`src/rtl/datapath.sv`:
```
// Single-cycle 16-bit core: fixed ROM program, 8x16 register file, ALU, branch, hex display of PC/R1..R7.
// One instruction retires per clk; display is combinational from current state; no backpressure.
module datapath (
    input  logic       clk,
    input  logic       rst,
    input  logic [2:0] sw,
    output logic [6:0] seg0,
    output logic [6:0] seg1,
    output logic [6:0] seg2,
    output logic [6:0] seg3
);

    logic [7:0]  pc;
    logic [7:0]  pc_next;
    logic [15:0] regs [8];
    logic [15:0] instr;

    logic [3:0]  op;
    logic [2:0]  rd;
    logic [2:0]  rs;
    logic [2:0]  rt;
    logic [15:0] rd_val;
    logic [15:0] rs_val;
    logic [15:0] rt_val;
    logic [15:0] imm6_sext;
    logic        wr_en;
    logic [15:0] wr_dat;
    logic [15:0] disp_val;

    always_comb begin
        case (pc)
            8'd0:    instr = 16'h7205;
            8'd1:    instr = 16'h7403;
            8'd2:    instr = 16'h1650;
            8'd3:    instr = 16'h2850;
            8'd4:    instr = 16'h6B41;
            8'd5:    instr = 16'hB004;
            default: instr = 16'h0000;
        endcase
    end

    assign op        = instr[15:12];
    assign rd        = instr[11:9];
    assign rs        = instr[8:6];
    assign rt        = instr[5:3];
    assign imm6_sext = {{10{instr[5]}}, instr[5:0]};

    // regs[0] is held at zero by never being written, so R0 reads need no special case.
    assign rd_val = regs[rd];
    assign rs_val = regs[rs];
    assign rt_val = regs[rt];

    always_comb begin
        wr_en   = 1'b0;
        wr_dat  = 16'h0000;
        pc_next = pc + 8'd1;
        case (op)
            4'h1: begin wr_en = 1'b1; wr_dat = rs_val + rt_val;   end
            4'h2: begin wr_en = 1'b1; wr_dat = rs_val - rt_val;   end
            4'h3: begin wr_en = 1'b1; wr_dat = rs_val & rt_val;   end
            4'h4: begin wr_en = 1'b1; wr_dat = rs_val | rt_val;   end
            4'h5: begin wr_en = 1'b1; wr_dat = rs_val ^ rt_val;   end
            4'h6: begin wr_en = 1'b1; wr_dat = rs_val + imm6_sext; end
            4'h7: begin wr_en = 1'b1; wr_dat = {7'd0, instr[8:0]}; end
            4'h8: begin wr_en = 1'b1; wr_dat = rs_val << 1;       end
            4'h9: begin wr_en = 1'b1; wr_dat = rs_val >> 1;       end
            4'hA: begin
                if (rd_val == rs_val)
                    pc_next = pc + 8'd1 + imm6_sext[7:0];
            end
            4'hB: pc_next = instr[7:0];
            4'hF: pc_next = pc;
            default: ;
        endcase
    end

    always_ff @(posedge clk or negedge rst) begin
        if (!rst) begin
            pc <= 8'd0;
            for (int i = 0; i < 8; i++)
                regs[i] <= 16'h0000;
        end else begin
            pc <= pc_next;
            if (wr_en && rd != 3'd0)
                regs[rd] <= wr_dat;
        end
    end

    function automatic logic [6:0] hex7(input logic [3:0] d);
        case (d)
            4'h0: hex7 = 7'h40;
            4'h1: hex7 = 7'h79;
            4'h2: hex7 = 7'h24;
            4'h3: hex7 = 7'h30;
            4'h4: hex7 = 7'h19;
            4'h5: hex7 = 7'h12;
            4'h6: hex7 = 7'h02;
            4'h7: hex7 = 7'h78;
            4'h8: hex7 = 7'h00;
            4'h9: hex7 = 7'h10;
            4'hA: hex7 = 7'h08;
            4'hB: hex7 = 7'h03;
            4'hC: hex7 = 7'h46;
            4'hD: hex7 = 7'h21;
            4'hE: hex7 = 7'h06;
            default: hex7 = 7'h0E;
        endcase
    endfunction

    assign disp_val = (sw == 3'd0) ? {8'h00, pc} : regs[sw];

    assign seg0 = hex7(disp_val[3:0]);
    assign seg1 = hex7(disp_val[7:4]);
    assign seg2 = hex7(disp_val[11:8]);
    assign seg3 = hex7(disp_val[15:12]);

endmodule

```
`config.mk`:
```
export PLATFORM = sky130hd
export DESIGN_NAME = datapath
export DESIGN_NICKNAME = d
export VERILOG_FILES = /design/src/rtl/datapath.sv
export SDC_FILE = /design/constraint.sdc
export NUM_CORES = 1
export LEC_CHECK = 0
export CORE_UTILIZATION = 25
export DETAILED_ROUTE_END_ITERATION = 7
export MAX_ROUTING_LAYER = met4
export PLACE_DENSITY = 0.45
export SYNTH_ARGS = -nofsm -noshare
export SYNTH_HDL_FRONTEND = slang
export SYNTH_SLANG_ARGS = --single-unit
```
`constraint.sdc`:
```
create_clock -name clk -period 12.5 [get_ports clk]
set_input_delay 2.5 -clock clk [delete_from_list [all_inputs] [get_ports clk]]
set_output_delay 2.5 -clock clk [all_outputs]
set_load 0.01 [all_outputs]
```
==> impl_results.md, run 1 <==
- Combinational group share of total power: 6.8%
- Global route overflow: 0
- Int Pwr: 733 uW
- H-tree depth: 4
- Cell at the slowest stage of the critical path: clkdlybuf4s50_1
- DR vias: 6708
- Core Region: 34900 sq um
- Die footprint: 36600 sq um
- Vias in the first global route: 6697
- Netlist cell types: 64
- Fraction of layout instances using a drive strength above 1: 13.0%
- Most used DFF post-synth: dfrtp_1
- Async SR Flop Fraction: 100%
- Die height: 191 um
- Crit end category: output port
- Cell taking the most area after synthesis: dfrtp_1
- Fmax: 0.113 GHz
- Status: finished, final reports clean
- I/O Pins: 33
- Final hold vios: 0
- Static leakage: 0.00482 uW
- Worst Clk Skew: 0.0107 ns
- Initial DRC count: 493
- Row cnt: 68
- Critical path's top delay family: buffers and inverters
- Critical path arrival: 6.32 ns
- IO Port Bufs: 32
- FILL cells: 3706
- CP Cell Sequence: clkdlybuf4s50_1 > inv_1 > a21oi_1 > a221oi_1 > inv_1 > ha_1 > a21oi_1 > nor2_1 > a21oi_1 > clkdlybuf4s50_1
- DRC: 0
- Via density: 4.82
- Maximum clock path buffer count: 2
- Top-area cell type share of the netlist area: 38.0%
- Post-CTS Resized: 0
- First-pass GRT wire length: 40100 um
- Number of synthesized flops with an enable pin: 0
- Worst-path clk slew: 0.06 ns
- Max-cap violations: 0
- Drt first pass iters: 4
- Clock latency on the worst-skew pair: 0.44 ns
- Unrepaired setup endpoints after global routing: false
- Routability cong.: 0.852
- CP peak stage delay: 0.77 ns
- Final period utilization: 70.5%
- Clock sinks: 136
- Area growth syn-to-layout: 14.2%
- Switching power share of the total: 25.1%
- Net switching power of the design: 245 uW
- Syn_nets: 986
- PwrDens: 95.7 nW/um^2
- Tmin final: 8.82 ns
- Clock buffer count from CTS: 17
- Synthesized cell area: 8950 sq um
- Synthesis Warnings: 0
- Largest cells by area after synthesis: dfrtp_1 38%, ha_1 8.2%, mux4_2 6.8%, mux2i_1 5.8%, nand2_1 4.8%
- Crit-path most repeated cell: a21oi_1
- Final setup vio count: 0
- Antenna cells: 0
- DR WL/cell: 18.1 um
- Required time of the critical path: 10.00 ns
- Rel. slew slack: 30.6%
- Synth Register Bits: 136
- CTS tree: yes
- CP Class: input port to output port
- Count of hold-fix buffers inserted at cts: 0
- Power share of the clock group: 48.2%
- Setup Fix Bufs, Post-CTS: 0
- Avg Inst Size Synth: 9.72 sq um
- Initial antenna violation count: 0
- Final-report max-slew violation count: 0
- Largest net degree at the start of global routing: 84
- Dpl hpwl: 18100 um
- Die width: 191 um
- Sequential area share after synthesis: 38.0%
- Buf/Inv on CP: 4
- Placed cell areas: 9670 sq um
- Final TNS setup: 0 ns
- Antenna Nets Post-Route: 0
- CP Launch Type: input port
- Actual slew at the worst max-slew pin: 1.04 ns
- Final #Nets: 989
- GRT Resource Usage Total: 14.9%
- Worst min path class: register to register
- Maximum vdd drop: 0.0000904 V
- Finished Cell Area: 10200 sq um
- CP Max Fanout: 20
- Synth Instances: 921
- Total Wirelength: 25200 um
- Initial Utilization: 25.7%
- Sequential Power Share: 45.0%
- CTS root buf: clkbuf_16
cell usage in the layout (no fill, tap or decap), types with 5 or more instances in the layout:
cell type / n
a21o_1: 6
a21oi_1: 40
a22o_1: 15
and2_1: 17
buf_4: 11
clkbuf_16: 17
clkdlybuf4s50_1: 29
dfrtp_1: 136
ha_1: 59
inv_1: 42
mux2_2: 24
mux2i_1: 52
mux4_2: 27
nand2_1: 114
nand2b_1: 5
nand3_1: 12
nor2_1: 48
nor2b_1: 37
nor3_1: 9
nor4_1: 6
o21ai_0: 60
o21ai_1: 7
o22ai_1: 20
o31ai_1: 10
or2_2: 10
or3_1: 5
or4_1: 6
xnor2_1: 19
xor2_1: 9
stage by stage:
stage          power, uW  util (%)  instances  hold slack (ns)  setup WS (ns)
6_report             978      29.3       1392            0.417           3.68
2_1_floorplan        485         -        921            0.434           5.07
5_1_grt             1020      29.3       1392            0.432           3.25
4_1_cts              993      29.3       1392            0.420           3.62
3_5_place_dp         517      27.7       1360            0.407           3.64
3_3_place_gp         517      27.7       1360            0.404           3.83
cell usage after synthesis (5+ instances only):
master    number
nand3_1       12
xnor2_1       19
xor2_1         9
o21ai_1        7
o22ai_1       20
or4_1          6
nor2_1        49
nor4_1         6
clkbuf_1      40
o31ai_1       10
o21ai_0       60
or3_1          5
mux2_2        24
ha_1          59
mux4_2        27
inv_1         42
nor2b_1       37
and2_1        17
a21oi_1       40
or2_2         10
nand2b_1       5
dfrtp_1      136
a21o_1         6
buf_2         14
nor3_1         9
nand2_1      114
a22o_1        15
mux2i_1       52
cells by family (layout without fill, tap and decap cells):
| logic type | Yosys count | count (layout) | synth area share [%] |
|---|---|---|---|
| flops | 136 | 136 | 38.0 |
| fa+ha+maj | 60 | 60 | 8.47 |
| simple gates | 287 | 287 | 15.9 |
| xor+xnor | 28 | 28 | 2.74 |
| compound gates | 204 | 204 | 14.6 |
| mux | 103 | 103 | 15.6 |
| buf+inv | 103 | 119 | 4.65 |
power groups by stage:
stage	Combinational [uW]	Sequential (uW)	Clock, uW
2_1_floorplan	36.8	448	0
3_3_place_gp	68.3	448	0
3_5_place_dp	68.4	448	0
4_1_cts	68.6	440	484
5_1_grt	74.7	440	504
6_report	66.7	440	472
state kept, by name, indices dropped and copies added (netlist names):
signal  flops
regs      128
pc          8
final cells by class:
class,instances,area (sq um),share of cell area (%)
well taps,455,569,5.57
multi-input cells,682,5130,50.2
clock buffers,19,453,4.43
flip-flops and latches,136,3400,33.3
inverters,44,170,1.66
clock inverters,13,97.6,0.955
repair buffers,43,394,3.86
worst paths after layout:
check	depth (start not counted)	slack, ns	start	to
max	10	3.68	sw[2]	seg3[3]
min	0	0.42	regs[126]	regs[126]
max reg2reg	20	6.79	pc[0]	regs[61]
min reg2reg	0	0.42	regs[126]	regs[126]
max in group asynchronous	2	9.14	rst	regs[61]
min in group asynchronous	1	2.11	rst	pc[6]
layer usage:
layer / track usage (%) / share of wire, %
met5: - / 0
met4: 4.98 / 2.1
met3: 2.52 / 3.1
met2: 22.2 / 44
met1: 20.5 / 50
Power figures use the tool's default switching activity.
==> run 2, diff against run 1 <==
==> constraint.sdc (replaced) <==
create_clock -name clk -period 8.98 [get_ports clk]
set_input_delay 1.796 -clock clk [delete_from_list [all_inputs] [get_ports clk]]
set_output_delay 1.796 -clock clk [all_outputs]
set_load 0.01 [all_outputs]
==> impl_results.md, run 2 (same netlist as run 1, synthesis figures left out) <==
- Status: finished, final reports clean (unchanged)
- Initial Utilization: 25.7% (unchanged)
- Initial DRC count: 452 (was 493)
- DR vias: 6866 (was 6708)
- First-pass GRT wire length: 40100 um (about the same)
- Initial antenna violation count: 0 (unchanged)
- Footprint of the multi-input gates: 5130 sq um (unchanged)
- Final hold vios: 0 (unchanged)
- Die height: 191 um (unchanged)
- CP Cell Sequence: buf_2 > buf_4 > or2_2 > o21ai_0 > a221oi_1 > inv_1 > ha_1 > a21oi_1 > nor2_1 > a21oi_1 > clkdlybuf4s50_1 (was clkdlybuf4s50_1 > inv_1 > a21oi_1 > a221oi_1 > inv_1 > ha_1 > a21oi_1 > nor2_1 > a21oi_1 > clkdlybuf4s50_1)
- Static leakage: 0.00486 uW (was 0.00482 uW)
- Buf/Inv on CP: 4 (unchanged)
- Post-CTS Resized: 0 (unchanged)
- Required time of the critical path: 7.18 ns (was 10.00 ns)
- Max reg flops: 128 (unchanged)
- Worst setup path startpoint: sw[0] (was sw[2])
- Maximum vdd drop: 0.000136 V (was 0.0000904 V)
- Die footprint: 36600 sq um (unchanged)
- Crit-path most repeated cell: a21oi_1 (unchanged)
- Actual slew at the worst max-slew pin: 0.926 ns (was 1.04 ns)
- Rel. slew slack: 36.5% (was 30.6%)
- Antenna cells: 0 (unchanged)
- Biggest regs: regs (128), pc (8) (unchanged)
- Most flops, register: regs (unchanged)
- FILL cells: 3674 (was 3706)
- DRC: 0 (unchanged)
- CP Launch Type: input port (unchanged)
- Post-layout power: 1440 uW (was 978 uW)
- Drt first pass iters: 5 (was 4)
- Crit end category: output port (unchanged)
- CTS tree: yes (unchanged)
- Antenna Nets Post-Route: 0 (unchanged)
- CP peak stage delay: 0.66 ns (was 0.77 ns)
- Final #Nets: 993 (was 989)
- Core Region: 34900 sq um (unchanged)
- Final setup vio count: 0 (unchanged)
- Clock sinks: 136 (unchanged)
- Worst r2r src: pc[0] (unchanged)
- Die width: 191 um (unchanged)
- Vias in the first global route: 6668 (was 6697)
- Seq. cell area: 3400 sq um (unchanged)
- Largest net degree at the start of global routing: 77 (was 84)
- Tmin final: 6.93 ns
- Setup Fix Bufs, Post-CTS: 0 (unchanged)
- CTS root buf: clkbuf_16 (unchanged)
- Final TNS setup: 0 ns (unchanged)
- CP Class: input port to output port (unchanged)
- Final period utilization: 77.2%
- Worst-path clk slew: 0.06 ns (about the same)
- Worst Min Path Start: regs[118] (was regs[126])
- Global route overflow: 0 (unchanged)
- Count of hold-fix buffers inserted at cts: 0 (unchanged)
- CP Max Fanout: 21 (was 20)
- Area growth syn-to-layout: 15.1% (was 14.2%)
- Clock buffer count from CTS: 17 (unchanged)
- I/O Pins: 33 (unchanged)
- Worst min path class: register to register (unchanged)
- Total Wirelength: 25700 um (was 25200 um)
- Max-cap violations: 0 (unchanged)
- DR WL/cell: 18.4 um (was 18.1 um)
- Worst Clk Skew: 0.00930 ns (was 0.0107 ns)
- Unrepaired setup endpoints after global routing: false (unchanged)
- IO Port Bufs: 32 (unchanged)
- Maximum clock path buffer count: 2 (unchanged)
- Via density: 4.92 (was 4.82)
- Combinational group share of total power: 6.5% (was 6.8%)
- Power share of the clock group: 50.9% (was 48.2%)
- Fraction of layout instances using a drive strength above 1: 13.1% (was 13.0%)
- Routability cong.: 0.882 (was 0.852)
- Net switching power of the design: 336 uW (was 245 uW)
- H-tree depth: 4 (unchanged)
- GRT Resource Usage Total: 15.0% (was 14.9%)
- Most common cell after layout, fill and taps aside: dfrtp_1 (unchanged)
- Commonest non-fill, non-tap cells in the layout: 136 x dfrtp_1, 114 x nand2_1, 60 x o21ai_0 (unchanged)
- Int Pwr: 1100 uW (was 733 uW)
- Dpl hpwl: 18800 um (was 18100 um)
- Clock latency on the worst-skew pair: 0.44 ns (about the same)
- Critical path's top delay family: buffers and inverters (unchanged)
- Cell at the slowest stage of the critical path: a221oi_1 (was clkdlybuf4s50_1)
- Final-report max-slew violation count: 0 (unchanged)
- PwrDens: 140 nW/um^2 (was 95.7 nW/um^2)
- Switching power share of the total: 23.3% (was 25.1%)
- Sequential Power Share: 42.6% (was 45.0%)
- Fmax: 0.144 GHz
- Row cnt: 68 (unchanged)
- Critical path arrival: 5.14 ns (was 6.32 ns)
[run 2: changes by cell type in the layout (fill, tap and decap cells not counted)]
| cell | delta |
|---|---|
| buf_4 | +4 |
| bufinv_16 | +3 |
| clkbuf_1 | +2 |
| clkinv_2 | -2 |
| clkinvlp_4 | -2 |
| inv_6 | -2 |
[run 2: final cells by class]
cell class / instances / share of cell area [%]
Inverter: 44 / 1.65
Timing Repair Buffer: 47 / 4.12
Clock buffer: 21 / 4.47
Tap cell: 455 / 5.52
Sequential cell: 136 / 33.0
Clock inverter: 10 / 1.41
Multi-Input combinational cell: 682 / 49.8
[run 2: path summary, 6_finish.rpt]
check | cells past startpoint | slack, ns | to
worst max-delay path | 11 | 2.05 | seg3[3]
worst min-delay path | 0 | 0.43 | regs[118]
worst max register to register | 21 | 3.25 | regs[63]
worst min register to register | 0 | 0.43 | regs[118]
max in group asynchronous | 2 | 6.37 | regs[111]
min in group asynchronous | 1 | 1.37 | regs[81]
[run 2: metal layers]
metal / share of wire, % / vias to the layer above / GRT usage [%] / routed length [um]
met2: 45 / 151 / 22.7 / 11600
li1: - / 3289 / - / -
met5: 0 / - / - / 0
met3: 4.1 / 33 / 2.77 / 1050
met1: 49 / 3393 / 20.0 / 12500
met4: 2.0 / 0 / 5.34 / 525
[run 2: metrics by stage]
| stage | area (sq um) | worst slack [ns] | util [%] | instances | hold WS (ns) |
|---|---|---|---|---|---|
| global route | 10300 | 1.75 | 29.5 | 1395 | 0.444 |
| CTS | 10300 | 2.02 | 29.5 | 1395 | 0.428 |
| floorplan | 8950 | 2.96 | - | 921 | 0.434 |
| global placement | 9700 | 2.04 | 27.8 | 1364 | 0.415 |
| finish | 10300 | 2.05 | 29.5 | 1395 | 0.425 |
| detailed placement | 9700 | 2.03 | 27.8 | 1364 | 0.414 |
[run 2: power by group through the flow]
stage	combinational, uW	clock (uW)	sequential, uW
final	93.9	733	613
after global routing	105	771	612
after CTS	96.1	746	613
after detailed placement	95.8	0	624
after global placement	95.9	0	624
after floorplan	51.3	0	624
